===== src/rtl/npu_dot_seq.sv =====
// Dot-product sequencer: feeds operand beats to an external 8-lane add tree,
// accumulates the tree results as they emerge, and holds the sum for the consumer.
module npu_dot_seq #(
  parameter int TREE_LAT = 1,
  parameter int ACC_W    = 32
) (
  input  logic             clk,
  input  logic             rst,
  input  logic             start,
  input  logic [7:0]       cfg_len,
  input  logic             cfg_signed,
  output logic             busy,
  input  logic             in_valid,
  output logic             in_ready,
  input  logic [63:0]      in_data,
  input  logic [63:0]      in_para,
  output logic [63:0]      tree_data,
  output logic [63:0]      tree_para,
  output logic             tree_signed,
  input  logic [18:0]      tree_result,
  output logic             out_valid,
  input  logic             out_ready,
  output logic [ACC_W-1:0] out_result,
  output logic [1:0]       dbg_state
);

  // Handshakes: a beat moves on any edge where in_valid && in_ready; the result
  // is taken on any edge where out_valid && out_ready. Neither valid waits on ready.

  typedef enum logic [1:0] {
    IDLE  = 2'd0,
    FEED  = 2'd1,
    DRAIN = 2'd2,
    HOLD  = 2'd3
  } state_t;

  state_t             state, state_nxt;
  logic [7:0]         len_q;
  logic [8:0]         beat_cnt;
  logic [ACC_W-1:0]   acc;
  logic [TREE_LAT:0]  tags;
  logic [TREE_LAT:0]  tag_in;
  logic               accept;
  logic               last_beat;
  logic               tag_out;
  logic [ACC_W-1:0]   tree_ext;

  assign accept    = in_valid && in_ready;
  assign last_beat = accept && (beat_cnt == {1'b0, len_q});
  assign tag_in    = (TREE_LAT + 1)'(accept);
  assign tag_out   = tags[TREE_LAT];
  // Tree output is always two's complement, regardless of data signedness.
  assign tree_ext  = {{(ACC_W - 19){tree_result[18]}}, tree_result};
  assign dbg_state = state;

  always_comb begin
    state_nxt = state;
    busy      = 1'b1;
    in_ready  = 1'b0;
    out_valid = 1'b0;
    case (state)
      IDLE: begin
        busy = 1'b0;
        if (start) state_nxt = FEED;
      end
      FEED: begin
        in_ready = 1'b1;
        if (last_beat) state_nxt = DRAIN;
      end
      DRAIN: begin
        // Empty tag pipe means the last tree result has already been summed.
        if (tags == '0) state_nxt = HOLD;
      end
      HOLD: begin
        out_valid = 1'b1;
        if (out_ready) state_nxt = IDLE;
      end
      default: state_nxt = IDLE;
    endcase
  end

  always_ff @(posedge clk) begin
    if (rst) begin
      state       <= IDLE;
      len_q       <= '0;
      beat_cnt    <= '0;
      acc         <= '0;
      tags        <= '0;
      tree_data   <= '0;
      tree_para   <= '0;
      tree_signed <= 1'b0;
      out_result  <= '0;
    end else begin
      state     <= state_nxt;
      tags      <= (tags << 1) | tag_in;
      tree_data <= accept ? in_data : '0;
      tree_para <= accept ? in_para : '0;
      if (state == IDLE && start) begin
        len_q       <= cfg_len;
        tree_signed <= cfg_signed;
        beat_cnt    <= '0;
        acc         <= '0;
      end else begin
        if (accept)  beat_cnt <= beat_cnt + 9'd1;
        if (tag_out) acc      <= acc + tree_ext;
      end
      // Separate result register so the visible value survives the next job's clear.
      if (state == DRAIN && state_nxt == HOLD) out_result <= acc;
      if (state == HOLD && out_ready) tree_signed <= 1'b0;
    end
  end

endmodule


===== config.mk =====
export PLATFORM = sky130hd
export DESIGN_NAME = npu_dot_seq
export DESIGN_NICKNAME = d
export VERILOG_FILES = /design/src/rtl/npu_dot_seq.sv
export SDC_FILE = /design/constraint.sdc
export NUM_CORES = 1
export LEC_CHECK = 0
export BUFFER_PORTS_ARGS = -buffer_cell sky130_fd_sc_hd__buf_2
export CAP_MARGIN = 30
export CORE_ASPECT_RATIO = 1.25
export CORE_MARGIN = 4
export CORE_UTILIZATION = 41
export DETAILED_ROUTE_END_ITERATION = 16
export PLACE_DENSITY = 0.66
export SYNTH_ARGS = -nofsm -noshare
export SYNTH_HDL_FRONTEND = slang
export SYNTH_SLANG_ARGS = --single-unit

===== constraint.sdc =====
create_clock -name clk -period 3.1 [get_ports clk]
set_clock_uncertainty 0.1 [all_clocks]
set_input_delay 0.62 -clock clk [delete_from_list [all_inputs] [get_ports clk]]
set_output_delay 0.62 -clock clk [all_outputs]
set_load 0.02 [all_outputs]

# Word-level counts from Yosys, hierarchy flattened
# Cells that the tools add are included.
# W data, S select, Z words.
# totals
regBits,214
output_inout_bits,166
inputBits,161
word_cells,36
# op_classes
add_sub_neg,2
n_reduce_logical,10
mux,8
eq_ne,5
bitwise_logic,2
# ops
op,count
$add A32 B32 Y32,1
$add A9 B1 Y9 const B,1
$eq A9 B8 Y1,1
$mux W2,4
$pmux W2 S4,1
$eq A2 B2 Y1 const B,3
$reduce_or A2 Y1,3
$logic_and A1 B1 Y1,5
$logic_not A2 Y1,2
$mux W1,3
$eq A2 B1 Y1 const B,1
$or A2 B1 Y2,1
$not A1 Y1,1

# Depth between registers and ports, before layout
# logic_depth
word_depth,8
mapped_depth,10
depth_no_buf,10

# Least setup slack after synthesis
# No wires, ideal clock.
# synth_timing
path_kind,in2reg
startpoint,input port tree_result[0]
endpoint,register acc[14]
slack_ns,0.265
required_time_ns,2.872
path_buffers,0
arrival_ns,2.607
path_stages,10
path_cell_list,ha_1 > fa_1 > a211oi_1 > o21ai_0 > a21oi_1 > a21boi_0 > o21ai_0 > xor2_1 > mux2i_1 > nor2_1
# synth_via
elab_chain_cells,1
# synth_rtl
element,line,source
start: declaration,20,"input logic [18:0] tree_result,"
$add A32 B32 Y32,105,if (tag_out) acc <= acc + tree_ext;
end signal: assignment,105,
end: declaration,40,logic [ACC_W-1:0] acc;
# No other way between the ends.
# A chain may end at the register's enable or synchronous reset.

# Worst setup path after layout
# layout_timing
startpoint,register acc[0]
endpoint,register acc[30]
# layout_via
elab_chain_cells,1
# layout_rtl
element,line
$add A32 B32 Y32,105
# No other way between the ends.

==> results.sh <==
export IMPL_yosys_most_used_dff="dfxtp_1"
export IMPL_synth_cell_types=68
export IMPL_clockBufferDepth=3
export IMPL_coreArea_um2=20100
export IMPL_synth_cells=884
export IMPL_max_freq_mhz=372.5
export IMPL_area_growth_pct=32.63
export IMPL_grt_remaining_overflow=0
export IMPL_end_kind="flop"
export IMPL_synth_area_leaders="dfxtp_1, and2_1, nand2_1, ha_1, a21oi_1"
export IMPL_via_per_inst=4.874
export IMPL_hpwl_mm=19.75
export IMPL_grt_pass1_vias=7000
export IMPL_grt_use_total=0.2117
export IMPL_status="complete, no violations"
export IMPL_drtAntennaViolNets=0
export IMPL_drt_first_iter_violations=409
export IMPL_grt_max_degree=130
export IMPL_grt_pass1_wl_mm=37.86
export IMPL_netlist_top_cell_by_area="dfxtp_1"
export IMPL_fp_dieW_um=135.9
export IMPL_max_slew_margin_rel=0.6060
export IMPL_fin_crit_ps=2685
export IMPL_place_gp_congestion=0.9052
export IMPL_arrival_ps=3020
export IMPL_setup_viol=0
export IMPL_yosys_warnings=0
export IMPL_drive_above_1_share=0.3325
export IMPL_fin_crit_sh=0.8660
export IMPL_htree_levels=1
export IMPL_clk_latency_ps=500
export IMPL_syn_area_um2=8386
export IMPL_ys_seq_area_frac=0.5109
export IMPL_syn_nets=1078
export IMPL_worst_pin_slew_ps=590.4
export IMPL_drt_first_pass_iters=5
export IMPL_r2r_cells=11
export IMPL_rsz0062_at_grt="false"
export IMPL_crit_type="reg2reg"
export IMPL_hold_depth=2
export IMPL_port_buffers=326
export IMPL_peakVddDrop_mv=0.4256
export IMPL_finalHoldWorstSlack_ps=218.4
export IMPL_drc_errors=0
export IMPL_hold_path_class="in2reg"
export IMPL_final_setup_worst_slack_ps=415.4
export IMPL_clock_tree_root_cell="clkbuf_16"
export IMPL_dp_cells=1464
export IMPL_synth_edf_count=0
export IMPL_hold_violations=0
export IMPL_cp_max_fo=5
export IMPL_synth_commonest_cells="dfxtp_1, and2_1, nand2_1, a21oi_1, nor2_1"
export IMPL_dieHeight_um=167.9
export IMPL_wirelength_mm=25.26
export IMPL_synth_top_area_share=0.5109
export IMPL_clkTransAtPathRegs_ps=60
export IMPL_maxCapViolations=0
export IMPL_syn_area_per_cell_um2=9.486
export IMPL_cts_hold_buf=0
export IMPL_die_area_um2=22820
export IMPL_power_density_nw_per_um2=542.0
export IMPL_ys_ff_latch=214
export IMPL_leakagePower_nw=5.171
export IMPL_cts_sinks=214
export IMPL_pin_count=327
export IMPL_yosysMostFrequentCell="dfxtp_1"
export IMPL_post_cts_resized=0
export IMPL_critical_path_required_ps=3440
export IMPL_instances_no_fill=1498
export IMPL_post_place_ws_ps=-24.60
export IMPL_final_util=0.5533
export IMPL_row_count=58
export IMPL_antenna_found_initial=11
export IMPL_via_count=7302
export IMPL_initial_core_util=0.4172
export IMPL_tns_ps=0
export IMPL_wl_per_cell_um=16.86
export IMPL_final_max_slew_viol_count=0
export IMPL_cts_buffers=22
export IMPL_num_nets_final=1412
export IMPL_start_kind="flop"
export IMPL_cts_tree="built"
export IMPL_ys_async_sr_fraction=0
export IMPL_cts_setup_buffers=0
## final timing paths
kind                                                   from                     endpoint  slack [ps]
worst max register to register          acc[0]$_SDFFE_PP0P_         acc[30]$_SDFFE_PP0P_         420
worst min register to register  out_result[26]$_SDFFE_PP0P_  out_result[26]$_SDFFE_PP0P_         350
worst max-delay path                    acc[0]$_SDFFE_PP0P_         acc[30]$_SDFFE_PP0P_         420
worst min-delay path                            in_data[48]     tree_data[48]$_SDFF_PP0_         220
## metrics by stage
stage                     instance area (µm²)  total power [mW]
after global routing                    11120             6.274
after detailed placement                10410             3.450
final                                   11120             6.028
after global placement                  10410             3.443
after CTS                               11120             6.116
after floorplan                          8386             3.200
## logic make-up after synthesis
group                      after synthesis  share of synthesized area
buffers and inverters                   51                    0.02522
DFF                                    214                     0.5109
and+or+nand+nor                        375                     0.2320
adders and majority gates               33                    0.05013
muxes                                   18                    0.02149
xor gates and xnor gates                31                    0.03238
AOI/OAI and AO/OA                      162                     0.1279
## registers in the layout, summed over array words and instances (netlist names)
name / count
len_q: 8
tree_data: 64
dbg_state: 2
out_result: 32
tree_para: 64
tags: 2
beat_cnt: 9
tree_signed: 1
acc: 32
## cells in the final DEF, fill, tap and decap left out, types with 3 or more instances in the layout
cell / instances
buf_2: 326
dfxtp_1: 214
and2_1: 132
nand2_1: 109
a21oi_1: 67
nor2_1: 52
ha_1: 32
o21ai_0: 28
buf_4: 27
clkbuf_16: 23
nand3_1: 21
xnor2_1: 18
mux2i_1: 18
xor2_1: 13
nand4_1: 10
a211oi_1: 10
nor2b_1: 8
nor3_1: 8
inv_1: 7
or3_1: 6
nand3b_1: 6
a31oi_1: 5
nand2b_1: 5
o21a_1: 4
o211ai_1: 4
o21bai_1: 4
clkbuf_1: 4
a21boi_0: 3
o31ai_1: 3
a21o_1: 3
a31o_2: 3
a21o_2: 3
o2111ai_1: 3
bufinv_16: 3
## power by group
part           switching (mW)  total [mW]  leakage, nW  internal [mW]
combinational           0.311       0.538         3.09          0.227
sequential             0.0337        2.85         1.73           2.81
clock                    1.01        2.64        0.349           1.63
## layer usage
metal,global-route usage,up-vias,routed length (µm)
li1,-,3661,-
met1,0.2298,3286,9448
met2,0.3772,269,12530
met3,0.07621,66,2296
met4,0.07497,20,822
met5,0,-,155
## worst max-delay path, cell delays in order (launching register included)
cell      delay (ps)
dfxtp_1          320
ha_1             220
fa_1             400
a211oi_1         290
o21ai_0          130
a21oi_1          150
buf_4            140
a211oi_2         100
a21oi_2          290
o211ai_1         150
a31o_2           270
nand3_1           60
## layout make-up
| class | count | area, µm² |
|---|---|---|
| multi-input cells | 619 | 3904 |
| inverters | 7 | 26.28 |
| clock inverters | 4 | 95.09 |
| repair buffers | 354 | 1854 |
| clock buffers | 29 | 618.1 |
| flip-flops and latches | 214 | 4284 |
| diodes | 1 | 2.502 |
| fillers | 1932 | 8980 |
| well taps | 270 | 337.8 |
(Power assumes the default switching activity.)
